`src/rtl/key_input_conditioner.sv`:
```
// key_input_conditioner: synchronise, debounce and capture board keys/switches.
// Software reads levels and sticky presses over Avalon-MM; IRQ on masked capture.
//
// Ports:
//   clock_50MHz    system clock, rising edge
//   reset_n        asynchronous active-low reset
//   keys_in[N]     raw asynchronous pins
//   level[N]       debounced level, 1 = pressed/on
//   press_pulse[N] one-cycle pulse on each debounced press
//   avs_*          Avalon-MM slave: 0 level, 1 capture (W1C), 2 mask, 3 zero
//   irq            OR of (capture & mask), registered
module key_input_conditioner #(
    parameter int N               = 4,
    parameter int DEBOUNCE_CYCLES = 1000000,
    parameter int ACTIVE_LOW      = 1
) (
    input  logic          clock_50MHz,
    input  logic          reset_n,
    input  logic [N-1:0]  keys_in,
    output logic [N-1:0]  level,
    output logic [N-1:0]  press_pulse,
    input  logic [1:0]    avs_address,
    input  logic          avs_read,
    input  logic          avs_write,
    input  logic [31:0]   avs_writedata,
    output logic [31:0]   avs_readdata,
    output logic          irq
);

    localparam int CW = (DEBOUNCE_CYCLES > 1) ? $clog2(DEBOUNCE_CYCLES) : 1;
    localparam logic [CW-1:0] CNT_LAST = CW'(DEBOUNCE_CYCLES - 1);
    localparam logic [N-1:0] RELEASED = (ACTIVE_LOW != 0) ? '1 : '0;

    logic [N-1:0] sync1;
    logic [N-1:0] sync2;
    logic [N-1:0] s;
    logic [N-1:0] level_next;
    logic [N-1:0] rise_next;
    logic [N-1:0] capture;
    logic [N-1:0] capture_next;
    logic [N-1:0] mask;
    logic [N-1:0] mask_next;
    logic [N-1:0] wr_clr;
    logic [31:0]  rd_mux;
    logic         unused_wdata;

    assign unused_wdata = ^avs_writedata;

    // Synchronisers start at the released pin level so reset never
    // looks like a press.
    always_ff @(posedge clock_50MHz or negedge reset_n) begin
        if (!reset_n) begin
            sync1 <= RELEASED;
            sync2 <= RELEASED;
        end else begin
            sync1 <= keys_in;
            sync2 <= sync1;
        end
    end

    assign s = sync2 ^ RELEASED;

    for (genvar i = 0; i < N; i++) begin : g_ch
        logic [CW-1:0] cnt_q;
        logic          differs;
        logic          done;

        assign differs = s[i] != level[i];
        assign done    = differs && (cnt_q == CNT_LAST);
        assign level_next[i] = done ? s[i] : level[i];

        always_ff @(posedge clock_50MHz or negedge reset_n) begin
            if (!reset_n) begin
                cnt_q <= '0;
            end else if (!differs || done) begin
                cnt_q <= '0;
            end else begin
                cnt_q <= cnt_q + CW'(1);
            end
        end
    end

    assign rise_next = level_next & ~level;

    // A set from a fresh press beats a same-cycle clear.
    always_comb begin
        wr_clr    = '0;
        mask_next = mask;
        if (avs_write && avs_address == 2'd1) begin
            wr_clr = avs_writedata[N-1:0];
        end
        if (avs_write && avs_address == 2'd2) begin
            mask_next = avs_writedata[N-1:0];
        end
        capture_next = (capture & ~wr_clr) | rise_next;
    end

    always_comb begin
        rd_mux = '0;
        unique case (avs_address)
            2'd0: rd_mux = 32'(level);
            2'd1: rd_mux = 32'(capture);
            2'd2: rd_mux = 32'(mask);
            2'd3: rd_mux = '0;
        endcase
    end

    always_ff @(posedge clock_50MHz or negedge reset_n) begin
        if (!reset_n) begin
            level        <= '0;
            press_pulse  <= '0;
            capture      <= '0;
            mask         <= '0;
            avs_readdata <= '0;
            irq          <= 1'b0;
        end else begin
            level       <= level_next;
            press_pulse <= rise_next;
            capture     <= capture_next;
            mask        <= mask_next;
            irq         <= |(capture & mask);
            if (avs_read) begin
                avs_readdata <= rd_mux;
            end
        end
    end

endmodule

```
`config.mk`:
```
export PLATFORM = sky130hd
export DESIGN_NAME = key_input_conditioner
export DESIGN_NICKNAME = d
export VERILOG_FILES = /design/src/rtl/key_input_conditioner.sv
export SDC_FILE = /design/constraint.sdc
export NUM_CORES = 1
export LEC_CHECK = 0
export ABC_AREA = 1
export CORE_MARGIN = 10
export CORE_UTILIZATION = 59
export DETAILED_ROUTE_END_ITERATION = 8
export PLACE_DENSITY = 0.87
export RECOVER_POWER = 100
export SLEW_MARGIN = 20
export SYNTH_ARGS = -nofsm -noshare
export SYNTH_HDL_FRONTEND = slang
export SYNTH_SLANG_ARGS = --single-unit
```
`constraint.sdc`:
```
create_clock -name clock_50MHz -period 2.2 [get_ports clock_50MHz]
set_input_delay 0.44 -clock clock_50MHz [delete_from_list [all_inputs] [get_ports clock_50MHz]]
set_output_delay 0.44 -clock clock_50MHz [all_outputs]
set_load 0.01 [all_outputs]
```
Word-level counts from Yosys, hierarchy flattened
Index checks and enable logic that the tools add are counted.

cells by class
  add/subtract/negate cells = 4
  equality and inequality tests = 11
  multiplexer cells = 10
  bitwise logic cells = 7
  reductions and logical operators = 16

operators with widths
  operator               count
  $pmux 32 s4            1
  $add 20x1->20 const B  4
  $eq 20x20->1 const B   4
  $mux 20                4
  $and 4x4->4            3
  $not 4->4              3
  $logic_and 1x1->1      6
  $eq 2x2->1 const B     2
  $logic_not 1->1        4
  $logic_or 1x1->1       4
  $mux 1                 4
  $mux 4                 1
  $ne 1x1->1             4
  $or 4x4->4             1
  $reduce_or 4->1        1
  $eq 2x1->1 const B     1
  $logic_not 2->1        1

word-level totals
  bits in registers = 137
  input bits = 42
  output and inout bits = 41

Depth between registers and ports, before layout
  depth in word-level cells = 6
  mapped depth = 8
  gate-level depth less buffers = 8

Worst setup path after synthesis
Ideal clock, no wire load.

  kind = register to register
  from = register g_ch[3].cnt_q[0]
  to = register g_ch[3].cnt_q[16]
  setup time = 0.119 ns
  data arrival time = 1.298 ns
  setup slack = 0.784 ns
  stages on the path, launching flop included = 8
  buffers on the path = 1
  clock period less this slack = 1.416 ns
  cell sequence = dfrtp_1 ha_1 nand3_1 nor2_1 nand3_2 nand2_4 buf_6 nor2_1

between the ends
  word-level cells in the longest chain between the ends = 4
  elaborated cells between the ends (all ways) = 5

ends and longest elaborated chain
  item                                                   RTL line  text
  start, declared                                        64        logic [CW-1:0] cnt_q;
  start signal, assigned                                 78        cnt_q <= cnt_q + CW'(1);
  branches (longest 3 deep; another with $add 20x1->20)  -
  $mux 20 (*)                                            75        end else if (!differs || done) begin

Mark *: on every way between the ends.
A chain may end at the register's enable or synchronous reset.

Worst setup path after layout
  from = register level[3]
  to = output port level[3]

RTL lines
  item                    RTL line  text
  start, declared         20        output logic [N-1:0] level,
  start signal, assigned  117       level <= level_next;

No word-level cell between the ends.

==> impl_summary.md <==
Outcome
The run finished with clean final reports.

Setup path
The buffers plus inverters on the worst setup path is 1. The kind of cell with the highest combined delay along the critical path is buffers and inverters. Tracing the worst setup path back leads to its startpoint at level[3].

The worst setup path is captured at an output port. At the worst endpoint, the arrival time is between 1000 and 1500 ps. The worst register-to-register path ends at g_ch[1].cnt_q[15].

The critical path's largest stage delay is between 600 and 700 ps. The count of cell instances traversed by the critical path is 1. The startpoint type of the worst setup path is a flip-flop. In this run the worst setup path terminates at level[3]. For flop-to-flop paths, the worst setup slack is roughly 350 ps. The startpoint of the most critical register-to-register path is g_ch[1].cnt_q[0]. Walking the worst path, the cells encountered are dlygate4sd3_1. In this run the worst path has a maximum fanout of 6. The critical path in this run is classified as flip-flop to output port. For the worst setup path, the data required time is 1760 ps. The slowest stage cell on the critical path is dlygate4sd3_1. The worst register-to-register path has a depth of 7.

Place
The instance area at placement is approximately 6200 µm². The last weighted congestion value of the routability-driven placer is between 0.9 and 1. The post-DP HPWL is a little under 9 mm.

The number of input and output port buffers inserted is 26. After detailed placement, the design holds a cell count of about 920. The pre-CTS worst setup slack is 405 ps.

Die
The starting density of the core is 60.4%. In this run the horizontal extent of the chip is 120 µm. The vertical die dimension is 120 µm. During I/O placement, the number of pins put on the boundary was 83.

The area of the die is 14400 µm². The floorplan has 36 rows. The core box area is 9730 µm².

Detailed routing
The final routed DRC violation total is 0. The number of routed nets with antenna violations is 0. After detailed routing, the average wire length per cell comes to 12.7 µm. The first detailed-routing pass took 5 iterations.

The iteration-0 DRC count of the detailed router is 321. Summing over every cut layer, the via total after detailed routing is ~4700. The average vias per placed instance is 5.05. After detailed routing, the total wire length is roughly 12 mm.

STA
The total count of hold-check failures in the final report is 0. After layout, the worst path uses 86.9% of the clock period. The achievable clock frequency is 0.523 GHz. Setup slack closes at approximately 290 ps. The worst path needs between 1500 and 2000 ps of the cycle, external delays included. The minimum hold slack is 168 ps. The worst-case headroom to the max-slew limit is between 30% and 40%. At the pin with the least slew margin, the transition time is 925 ps. The number of pins with negative max-slew slack in the final report came to 0.

Setup total negative slack on the finished layout was measured at 0 ps. The setup violation total in the final timing report is 0. Setup repair after global routing left no endpoint under its margin. On the final layout, the worst clock skew is 24.9 ps.

Finish
Compared with the post-synthesis result, the final layout area differs by 6.75%. The count of fill cells added during filler insertion is 806. The sequential cells in the finished layout cover a total of 2740 µm². The number of nets in the layout is 843. Summing all multi-input logic gate instances after layout gives around 2700 µm². Of the cells placed in the final design, the portion with a size suffix greater than 1 is under 10%. The final instance count without filler cells is 935. The utilization of the core after routing is 64.5%. The antenna diode count is 0. The finished cells cover around 6300 µm².

Synthesis
Sequential elements use 46.6% of the synthesized area. The combined area of all synthesized cells is a little under 6000 µm². Of the total synthesized cell area, the portion taken by full adders, half adders and majority gates is 0.851%.

The number of warnings issued by yosys is 0. The number of cells produced by synthesis is 763. Yosys mapped a number of flops with a built-in enable equal to 0.

The average instance in the mapped netlist occupies 7.70 µm². The dominant combinational cell family by area after synthesis is simple AND/OR/NAND/NOR gates. The register bit total from synthesis is roughly 110. In the synthesized netlist the dominant register cell turns out to be dfrtp_1. After Yosys synthesis, XOR and XNOR cells account for 7.45% of the synthesized area. The synthesized netlist contains 30 unique library cells.

The synthesized netlist devotes 33.8% of its cell area to simple gates. The compound-gate portion of the synthesized area is 2.38%. Measured against the total synthesized area, the mux share comes to 0%. The fraction of synthesis flops using an asynchronous set or reset pin is 100%.

Clock network
Post-CTS repair changed the size of 0 cells. The CTS root buffer is clkbuf_8. The deepest clock path buffer count is 2. The number of buffers inserted by post-CTS setup repair is 0.

For this design, the CTS-stage hold fixing added 0 buffers. CTS built an H-tree with a depth of 3. TritonCTS built the clock tree. The number of CTS-inserted buffers is 9. The clock-pin slew on the worst setup and hold paths is 100 ps.

CTS saw 109 sinks. The clock reaches the later pin of the worst-skew pair after 380 ps.

Power
VDD sags by at most between 0.0003 and 0.0004 V. The overall power of the completed layout is 3.43 mW. Power spread over the standard cell area amounts to about 550 nW/µm². In this run the static leakage power is between 2 and 3 nW.

Global routing
The via count of the first global-routing pass is 4650. The number of antenna violations at the first check in global routing came to 0. The first global-routing pass estimated slightly above 20 mm of wire. The largest net degree at the start of global routing is 40. The aggregate global-route resource usage is 17.1%.

After global routing the overflow that remains totals 0.

Worst hold path
The worst hold-check path type is input pin to asynchronous set/reset pin.

Flow run
The tool flagged a number of max-cap violations equal to 0.
## report_power, final
part,internal (mW),leakage (nW),total [mW],switching (mW)
Clock,0.416,0.0760,1.11,0.695
Sequential,2.06,1.47,2.10,0.0415
Combinational,0.0711,1.15,0.223,0.152
Total,2.55,2.69,3.43,0.888
## layout make-up
type,count,area share [%]
Tap cell,133,2.65
Inverter,66,3.97
Sequential cell,109,43.6
Clock inverter,5,0.578
Clock buffer,11,2.09
Timing Repair Buffer,30,4.43
Multi-Input combinational cell,581,42.7
## routing by layer
layer / share of wire [%] / track usage (%) / vias up
li1: - / - / 2373
met1: 44 / 21.4 / 2197
met2: 48 / 28.1 / 129
met3: 5.9 / 4.08 / 19
met4: 2.1 / 6.64 / 0
met5: 0 / 0 / -
## how the worst min path moves through the flow
stage / startpoint / cells past startpoint / endpoint
4_1_cts: reset_n / 1 / g_ch[1].cnt_q[19]
6_report: reset_n / 1 / g_ch[1].cnt_q[5]
2_1_floorplan: reset_n / 0 / avs_readdata[0]
3_5_place_dp: sync1[0] / 0 / sync2[0]
3_3_place_gp: sync1[2] / 0 / sync2[2]
5_1_grt: reset_n / 1 / g_ch[1].cnt_q[5]
## synthesized netlist by cell type (2+ instances only)
master,n,area [µm²]
xor2_1,32,280
inv_2,2,7.51
xnor2_1,18,158
dfstp_2,8,210
nand2_2,3,18.8
a41oi_1,4,35.0
ha_1,4,50.1
inv_1,63,236
o21ai_0,13,65.1
nor2_1,187,702
nand3b_1,2,15.0
nor3_1,10,50.1
nand2_1,193,724
o21bai_1,2,15.0
dfrtp_1,101,2530
nand4_1,12,75.1
buf_6,2,22.5
nand3_1,40,200
nor2_2,19,119
nand3_2,3,30.0
nand2_4,3,33.8
a21oi_1,5,25.0
buf_4,30,225
## registers in the layout, summed over array words and instances, names as in the netlist
signal        cells
sync1             4
g_ch.cnt_q       80
level             4
press_pulse       4
sync2             4
irq               1
avs_readdata      4
capture           4
mask              4
## cell families (layout without fill, tap and decap cells)
kind of cell,after synthesis,after routing
other,1,28
adders and majority gates,4,4
xor gates and xnor gates,50,50
and+or+nand+nor,475,475
buffers and inverters,100,112
AOI/OAI and AO/OA,24,24
DFF,109,109
## cells in the final DEF (no fill, tap or decap), types with 11 or more instances in the layout
| cell type | synthesis | routed |
|---|---|---|
| nor2_1 | 187 | 195 |
| nand2_1 | 193 | 193 |
| dfrtp_1 | 101 | 101 |
| inv_1 | 63 | 63 |
| nand3_1 | 40 | 43 |
| xor2_1 | 32 | 32 |
| conb_1 | 1 | 28 |
| xnor2_1 | 18 | 18 |
| dlygate4sd3_1 | 0 | 18 |
| o21ai_0 | 13 | 13 |
| nand4_1 | 12 | 12 |
| nor2_2 | 19 | 11 |
(Power assumes the default switching activity.)
